**config.mk**
```make
export PLATFORM = sky130hd
export DESIGN_NAME = ram_port_arbiter_flat
export DESIGN_NICKNAME = d
export VERILOG_FILES = /design/src/rtl/ram_port_arbiter_pkg.sv /design/src/rtl/ram_port_arbiter_if.sv /design/src/rtl/ram_port_arbiter_rr_picker.sv /design/src/rtl/ram_port_arbiter.sv /design/src/flat_wrapper.sv
export SDC_FILE = /design/constraint.sdc
export NUM_CORES = 1
export LEC_CHECK = 0
export CAP_MARGIN = 20
export CORE_MARGIN = 10
export CORE_UTILIZATION = 42
export CTS_CLUSTER_DIAMETER = 120
export DETAILED_ROUTE_END_ITERATION = 6
export PLACE_DENSITY = 0.86
export REMOVE_ABC_BUFFERS = 1
export SETUP_SLACK_MARGIN = 0.02
export SLEW_MARGIN = 15
export SYNTH_ARGS = -nofsm -noshare
export SYNTH_HDL_FRONTEND = slang
export SYNTH_HIERARCHICAL = 1
export SYNTH_SLANG_ARGS = --single-unit
```
**constraint.sdc**
```tcl
create_clock -name clk -period 3.1 [get_ports clk]
set_clock_uncertainty 0.15 [all_clocks]
set_input_delay 0.62 -clock clk [delete_from_list [all_inputs] [get_ports clk]]
set_output_delay 0.62 -clock clk [all_outputs]
set_load 0.01 [all_outputs]
```
**src/rtl/ram_port_arbiter_pkg.sv**
```systemverilog
// ram_arb_pkg: shared FSM encoding and width helper for the RAM port arbiter.
package ram_arb_pkg;
  typedef enum logic [1:0] {IDLE = 2'd0, ISSUE = 2'd1, WAIT = 2'd2, RESP = 2'd3} ArbState;
  function automatic int clog2(input int v);
    int r;
    r = 0;
    for (int i = 0; i < 31; i++) if ((1 << i) < v) r = i + 1;
    return r;
  endfunction
endpackage

```
**src/rtl/ram_port_arbiter_if.sv**
```systemverilog
// ram_port_arbiter_if: requester-side and DMA-side bus of the RAM port arbiter.
interface ram_port_arbiter_if #(
  parameter int NUM_CH = 4,
  parameter int ADDR_W = 16,
  parameter int DATA_W = 8
);
  logic [NUM_CH-1:0] ch_en, ch_req, ch_we, ch_gnt, ch_done, ch_err;
  logic lock_en;
  logic [NUM_CH*ADDR_W-1:0] ch_addr;
  logic [NUM_CH*DATA_W-1:0] ch_wdata;
  logic [DATA_W-1:0] ch_rdata, ram_wdata, ram_rdata;
  logic [ADDR_W-1:0] ram_addr;
  logic ram_rd, ram_wr, ram_done_rd, ram_done_wr;
  modport slave (
    input ch_en, lock_en, ch_req, ch_we, ch_addr, ch_wdata, ram_done_rd, ram_done_wr, ram_rdata,
    output ch_gnt, ch_done, ch_err, ch_rdata, ram_addr, ram_wdata, ram_rd, ram_wr
  );
  modport master (
    output ch_en, lock_en, ch_req, ch_we, ch_addr, ch_wdata, ram_done_rd, ram_done_wr, ram_rdata,
    input ch_gnt, ch_done, ch_err, ch_rdata, ram_addr, ram_wdata, ram_rd, ram_wr
  );
endinterface

```
**src/rtl/ram_port_arbiter_rr_picker.sv**
```systemverilog
// rr_picker: next winner from eligible channels, round-robin from rrPtr or lowest index when locked.
module rr_picker import ram_arb_pkg::*; #(
  parameter int NUM_CH = 4,
  localparam int PW = clog2(NUM_CH)
) (
  input  logic [NUM_CH-1:0] elig,
  input  logic [PW-1:0]     rrPtr,
  input  logic              lockEn,
  output logic [PW-1:0]     idx,
  output logic              valid
);
  function automatic int slot(input int k, input logic [PW-1:0] ptr, input logic lk);
    return lk ? k : (int'(ptr) + k) % NUM_CH;
  endfunction
  // Scan from the farthest offset down so the nearest eligible slot is the one left in idx.
  always_comb begin
    idx = '0;
    for (int k = NUM_CH - 1; k >= 0; k--)
      if (elig[slot(k, rrPtr, lockEn)]) idx = PW'(slot(k, rrPtr, lockEn));
  end
  assign valid = |elig;
endmodule

```
**src/rtl/ram_port_arbiter.sv**
```systemverilog
// ram_port_arbiter: arbitrates NUM_CH requesters onto one DMA/RAM port and owns the stream cursor.
module ram_port_arbiter import ram_arb_pkg::*; #(
  parameter int NUM_CH   = 4,
  parameter int ADDR_W   = 16,
  parameter int DATA_W   = 8,
  parameter int CURSOR_W = 32,
  parameter int TIMEOUT  = 255
) (
  input  logic                clk,
  input  logic                RST,
  ram_port_arbiter_if.slave   bus,
  input  logic                cur_init,
  input  logic [ADDR_W-1:0]   cur_base,
  input  logic                cur_upd,
  input  logic [CURSOR_W-1:0] cur_new_byte,
  input  logic [2:0]          cur_new_bit,
  output logic [CURSOR_W-1:0] byte_idx,
  output logic [2:0]          bit_idx,
  output logic                busy
);
  localparam int PW = clog2(NUM_CH);
  localparam int TW = clog2(TIMEOUT);
  ArbState state, nextState;
  logic [PW-1:0] rrPtr, winIdx, pickIdx;
  logic pickValid, weLat, errFlag, doneHit, timeUp;
  logic [TW-1:0] timer;
  logic [ADDR_W-1:0] addrLat;
  logic [DATA_W-1:0] wdataLat, rdataLat;
  logic [NUM_CH-1:0] winHot;

  rr_picker #(.NUM_CH(NUM_CH)) picker (
    .elig(bus.ch_req & bus.ch_en), .rrPtr(rrPtr), .lockEn(bus.lock_en), .idx(pickIdx), .valid(pickValid)
  );

  assign doneHit = weLat ? bus.ram_done_wr : bus.ram_done_rd;
  assign timeUp  = timer == TW'(TIMEOUT - 1);

  always_comb begin
    nextState = state;
    unique case (state)
      IDLE:  nextState = pickValid ? ISSUE : IDLE;
      ISSUE: nextState = WAIT;
      WAIT:  nextState = (doneHit || timeUp) ? RESP : WAIT;
      RESP:  nextState = IDLE;
    endcase
  end

  always_ff @(posedge clk or negedge RST) begin
    if (!RST) begin
      state    <= IDLE;
      rrPtr    <= '0;
      winIdx   <= '0;
      weLat    <= 1'b0;
      addrLat  <= '0;
      wdataLat <= '0;
      rdataLat <= '0;
      timer    <= '0;
      errFlag  <= 1'b0;
    end else begin
      state <= nextState;
      if (state == IDLE && pickValid) begin
        winIdx   <= pickIdx;
        weLat    <= bus.ch_we[pickIdx];
        addrLat  <= bus.ch_addr[pickIdx*ADDR_W +: ADDR_W];
        wdataLat <= bus.ch_wdata[pickIdx*DATA_W +: DATA_W];
      end
      if (state == ISSUE) begin
        timer   <= '0;
        errFlag <= 1'b0;
      end
      // A done arriving on the timeout cycle still counts as success.
      if (state == WAIT) begin
        timer <= timer + 1'b1;
        if (doneHit && !weLat) rdataLat <= bus.ram_rdata;
        if (!doneHit && timeUp) errFlag <= 1'b1;
      end
      if (state == RESP) begin
        rrPtr   <= winIdx == PW'(NUM_CH - 1) ? '0 : winIdx + 1'b1;
        errFlag <= 1'b0;
      end
    end
  end

  always_ff @(posedge clk or negedge RST) begin
    if (!RST) begin
      byte_idx <= '0;
      bit_idx  <= '0;
    end else begin
      byte_idx <= cur_init ? CURSOR_W'(cur_base) : cur_upd ? cur_new_byte : byte_idx;
      bit_idx  <= cur_init ? 3'd0 : cur_upd ? cur_new_bit : bit_idx;
    end
  end

  assign winHot        = NUM_CH'(1) << winIdx;
  assign bus.ch_gnt    = state != IDLE ? winHot : '0;
  assign bus.ch_done   = state == RESP ? winHot : '0;
  assign bus.ch_err    = (state == RESP && errFlag) ? winHot : '0;
  assign bus.ch_rdata  = rdataLat;
  assign bus.ram_addr  = addrLat;
  assign bus.ram_wdata = wdataLat;
  assign bus.ram_rd    = state == WAIT && !weLat;
  assign bus.ram_wr    = state == WAIT && weLat;
  assign busy          = state != IDLE;
endmodule
```
**src/flat_wrapper.sv**
```systemverilog
// flat-port wrapper written by rule: the top's interface ports become plain ports
module ram_port_arbiter_flat import ram_arb_pkg::*;
#(
  parameter int NUM_CH   = 4,
  parameter int ADDR_W   = 16,
  parameter int DATA_W   = 8,
  parameter int CURSOR_W = 32,
  parameter int TIMEOUT  = 255
)
  (clk, RST, cur_init, cur_base, cur_upd, cur_new_byte, cur_new_bit, byte_idx, bit_idx, busy, bus_ch_en, bus_lock_en, bus_ch_req, bus_ch_we, bus_ch_addr, bus_ch_wdata, bus_ram_done_rd, bus_ram_done_wr, bus_ram_rdata, bus_ch_gnt, bus_ch_done, bus_ch_err, bus_ch_rdata, bus_ram_addr, bus_ram_wdata, bus_ram_rd, bus_ram_wr);
  ram_port_arbiter_if #(.NUM_CH(NUM_CH), .ADDR_W(ADDR_W), .DATA_W(DATA_W)) bus_i ();
  input  logic clk;
  input  logic RST;
  input  logic cur_init;
  input  logic [ADDR_W-1:0] cur_base;
  input  logic cur_upd;
  input  logic [CURSOR_W-1:0] cur_new_byte;
  input  logic [2:0] cur_new_bit;
  output logic [CURSOR_W-1:0] byte_idx;
  output logic [2:0] bit_idx;
  output logic busy;
  input wire logic [$bits(bus_i.ch_en)-1:0] bus_ch_en;
  input wire logic [$bits(bus_i.lock_en)-1:0] bus_lock_en;
  input wire logic [$bits(bus_i.ch_req)-1:0] bus_ch_req;
  input wire logic [$bits(bus_i.ch_we)-1:0] bus_ch_we;
  input wire logic [$bits(bus_i.ch_addr)-1:0] bus_ch_addr;
  input wire logic [$bits(bus_i.ch_wdata)-1:0] bus_ch_wdata;
  input wire logic [$bits(bus_i.ram_done_rd)-1:0] bus_ram_done_rd;
  input wire logic [$bits(bus_i.ram_done_wr)-1:0] bus_ram_done_wr;
  input wire logic [$bits(bus_i.ram_rdata)-1:0] bus_ram_rdata;
  output wire logic [$bits(bus_i.ch_gnt)-1:0] bus_ch_gnt;
  output wire logic [$bits(bus_i.ch_done)-1:0] bus_ch_done;
  output wire logic [$bits(bus_i.ch_err)-1:0] bus_ch_err;
  output wire logic [$bits(bus_i.ch_rdata)-1:0] bus_ch_rdata;
  output wire logic [$bits(bus_i.ram_addr)-1:0] bus_ram_addr;
  output wire logic [$bits(bus_i.ram_wdata)-1:0] bus_ram_wdata;
  output wire logic [$bits(bus_i.ram_rd)-1:0] bus_ram_rd;
  output wire logic [$bits(bus_i.ram_wr)-1:0] bus_ram_wr;
  assign bus_i.ch_en = bus_ch_en;
  assign bus_i.lock_en = bus_lock_en;
  assign bus_i.ch_req = bus_ch_req;
  assign bus_i.ch_we = bus_ch_we;
  assign bus_i.ch_addr = bus_ch_addr;
  assign bus_i.ch_wdata = bus_ch_wdata;
  assign bus_i.ram_done_rd = bus_ram_done_rd;
  assign bus_i.ram_done_wr = bus_ram_done_wr;
  assign bus_i.ram_rdata = bus_ram_rdata;
  assign bus_ch_gnt = bus_i.ch_gnt;
  assign bus_ch_done = bus_i.ch_done;
  assign bus_ch_err = bus_i.ch_err;
  assign bus_ch_rdata = bus_i.ch_rdata;
  assign bus_ram_addr = bus_i.ram_addr;
  assign bus_ram_wdata = bus_i.ram_wdata;
  assign bus_ram_rd = bus_i.ram_rd;
  assign bus_ram_wr = bus_i.ram_wr;
  ram_port_arbiter #(.NUM_CH(NUM_CH), .ADDR_W(ADDR_W), .DATA_W(DATA_W), .CURSOR_W(CURSOR_W), .TIMEOUT(TIMEOUT)) u_core (.clk(clk), .RST(RST), .bus(bus_i), .cur_init(cur_init), .cur_base(cur_base), .cur_upd(cur_upd), .cur_new_byte(cur_new_byte), .cur_new_bit(cur_new_bit), .byte_idx(byte_idx), .bit_idx(bit_idx), .busy(busy));
endmodule
```
==> results.toml <==
[critical_path]
startpoint_type = "flip-flop"
cp_top_family = "buffers and inverters"
cpPeakStageDelay_ns = 0.55
required_ns = 2.33
worst_path_most_repeated_cell = "inv_1"
crit_path_end_kind = "output pin"
cp.arrival_ns = 1.96
crit_slowest_cell = "clkdlybuf4s50_1"
path_class = "flip-flop to output pin"
cp_max_fo = 10
path_buf_inv = 3
crit_chain = "inv_1, ha_1, inv_1, nor2_1, clkdlybuf4s50_1"

[layout]
syn2layout_area_growth_pct = 62.19
num-nets-final = 857
num_antenna_cells = 0
drive_above_1_share = 0.1062
fillers = 792

[power_and_ir_drop]
power.total_mw = 4.744
share_comb_of_total_power = 0.494
switching_power_mw = 1.694
vdd_drop_max_mv = 0.3811
clkPwrFrac = 0.169
power_leakage_nw = 3.232
powerDensity_mw_per_mm2 = 628.3
p_seq_frac = 0.337
p_int_mw = 3.050
switching_share = 0.3570

[synth]
yosysTopAreaCell = "dfrtp_1"
yosys.area.top_type_share = 0.4461
ys_ff_latch = 83
yosysWarningCount = 6
ys_async_sr_fraction = 1.000
synth_edf_count = 0
synth_area_mm2 = 0.004656
synthCells = 425
yosysSeqAreaShare = 0.4461
synth.area.top_cells = "dfrtp_1 (45%), mux2i_1 (19%), o221ai_2 (6.4%)"
yosysUniqueCellTypes = 46
syn-mean-instance-area_um2 = 10.95
synth_ff_type = "dfrtp_1"

[die]
start_util = 0.4295
row_count = 38
dieHeight_um = 125.3
core_mm2 = 0.01084
die_w_um = 125.3
die_area_mm2 = 0.01570
num_io_pins = 256

[timing]
max_slew_margin = 0.6939
period_share = 0.8795
final-setup-viol-count = 0
hold_viol_final = 0
rsz0062_at_grt = "no"
period_needed_ns = 2.727
maxSlewViolCount = 0
tightestPinTransition_ns = 0.4592
timing.fmax_mhz = 366.8
postLayoutSetupSlackWorst_ns = 0.3735

[detailed_routing]
drt_wl_total_mm = 16.10
vias = 4266
detail_route.vias_per_cell = 5.215
wl_per_cell_um = 19.69
drc = 0
drtAntennaViolNets = 0
firstDrtPassIters = 4
drt-initial-drc-count = 195

[grt]
grt_max_degree = 84
grt_pass1_vias = 4594
antenna_found_initial = 0
grt_usage = 0.1962
overflow = 0
grt_pass1_wl_mm = 24.96

[clocking]
clkLatencyLatePin_ns = 0.35
cts_resized = 0
cts_tree = "built"
clk_path_buf_depth = 2
cts.root.buffer_cell = "clkbuf_8"
hold_buffers = 0
clock-sinks = 83
cts-htree-levels = 3
cts_setup_buffers = 0
path_clk_slew_ns = 0.09
cts-buffers-inserted = 9

[min_path]
hp-class = "input port to asynchronous set/reset pin"

[status]
status = "finished clean"

[place]
place_congestion = 0.8444
io_buffers = 255
hpwl_mm = 12.75
preCtsSetupSlack_ns = 0.07847

[run]
drv_cap = 0
## state kept, by name, indices dropped and copies added, names as in the netlist
name,cells
u_core/rrPtr,2
u_core/state,2
u_core/bus.ram_wdata,8
u_core/bus.ram_addr,16
u_core/bit_idx,3
u_core/errFlag,1
u_core/weLat,1
u_core/bus.ch_rdata,8
u_core/byte_idx,32
u_core/timer,8
u_core/winIdx,2
## power groups by stage
stage                     clock, mW  sequential, mW  combinational (mW)
after detailed placement          0            1.62                2.36
final                         0.800            1.60                2.34
after CTS                     0.826            1.60                2.37
after global routing          0.882            1.64                2.53
after global placement            0            1.60                2.29
after floorplan                   0            1.70                1.05
## through the flow
step	TNS (ns)	std cells	instance area, um2	util	hold WS, ns
2_1_floorplan	-62.52	394	4461	-	0.1744
3_3_place_gp	0	801	7325	0.6757	0.3169
3_5_place_dp	0	801	7325	0.6757	0.3247
4_1_cts	0	817	7523	0.6940	0.3400
5_1_grt	0	818	7551	0.6966	0.04011
6_report	0	818	7551	0.6966	0.03497
## worst reg2reg max path: stages, from the launching register on
cell	delay, ns
dfrtp_1	0.57
nor2_1	0.08
nor2_1	0.20
nand2_1	0.14
a21oi_4	0.21
buf_12	0.28
mux2i_1	0.32
o221ai_2	0.13
## layout make-up
cell class / instances / area (um2) / share of cell area
clock buffer: 9 / 123.9 / 0.01640
clock inverter: 7 / 75.07 / 0.009942
inverter: 11 / 41.29 / 0.005468
multi-input combinational: 300 / 2359 / 0.3123
sequential: 83 / 2077 / 0.2751
tap: 140 / 175.2 / 0.02320
timing repair buffer: 268 / 2700 / 0.3576
## worst paths after layout
| check | from | endpoint | slack, ns | depth (start not counted) |
|---|---|---|---|---|
| max in group asynchronous | RST | u_core/bus.ram_wdata[4] | 2.15 | 2 |
| worst max-delay path | u_core/state[0] | bus_ram_rd | 0.37 | 5 |
| worst min register to register | u_core/bus.ram_addr[6] | u_core/bus.ram_addr[6] | 0.34 | 2 |
| min in group clk | u_core/bus.ram_addr[6] | u_core/bus.ram_addr[6] | 0.34 | 2 |
| worst max register to register | u_core/rrPtr[1] | u_core/bus.ram_addr[11] | 0.89 | 7 |
| worst min-delay path | RST | u_core/byte_idx[6] | 0.03 | 1 |
## logic make-up (layout without fill, tap and decap cells)
family          count (synthesis)  count (layout)  share of synthesized area
xor+xnor                        1               1                   0.001882
simple gates                  124             124                     0.1268
compound gates                 63              63                     0.1242
buf+inv                        42             295                    0.05079
flops                          83              83                     0.4461
mux                           102             102                     0.2233
fa+ha+maj                      10              10                    0.02687
## metal layers
metal | wire (um) | share of wire | GRT usage
met3 | 1594 | 0.099 | 0.08999
met1 | 6363 | 0.40 | 0.2183
met4 | 332 | 0.021 | 0.06504
met5 | 0 | 0 | 0
met2 | 7812 | 0.49 | 0.3268
## Yosys cell counts, types with 2 or more instances
cell / instances
o221ai_1: 6
and2_1: 9
and3_1: 4
nand2b_1: 2
inv_1: 10
nor2b_1: 4
nor2_1: 27
mux2i_1: 90
nand4_1: 2
nor3_1: 2
nand3b_1: 4
buf_2: 14
and2b_1: 2
mux2_2: 11
a21oi_1: 4
nand3_1: 7
ha_1: 10
o221ai_2: 20
clkbuf_1: 8
or3_1: 2
a31oi_1: 2
or4_1: 2
dfrtp_1: 83
o211ai_1: 2
nand2_1: 51
o21ai_0: 21
buf_4: 4
buf_6: 4
## placed cells by master (no fill, tap or decap), types with 2 or more instances in the layout
| cell | instances |
|---|---|
| clkinv_2 | 2 |
| o21ai_0 | 21 |
| mux2_2 | 11 |
| ha_1 | 10 |
| inv_6 | 3 |
| o221ai_1 | 6 |
| and2b_1 | 2 |
| a31oi_1 | 2 |
| o221ai_2 | 20 |
| buf_12 | 3 |
| or3_1 | 2 |
| buf_4 | 10 |
| or4_1 | 2 |
| and2_1 | 9 |
| a21oi_1 | 3 |
| clkdlybuf4s50_1 | 253 |
| nand2b_1 | 2 |
| nor2_1 | 27 |
| nand3b_1 | 4 |
| clkbuf_8 | 9 |
| nor3_1 | 2 |
| o211ai_1 | 2 |
| nand3_1 | 6 |
| and3_1 | 4 |
| nand2_1 | 51 |
| nand4_1 | 2 |
| nor2b_1 | 4 |
| dfrtp_1 | 83 |
| inv_1 | 10 |
| mux2i_1 | 90 |
No activity file was read; power rests on OpenSTA's default activity.
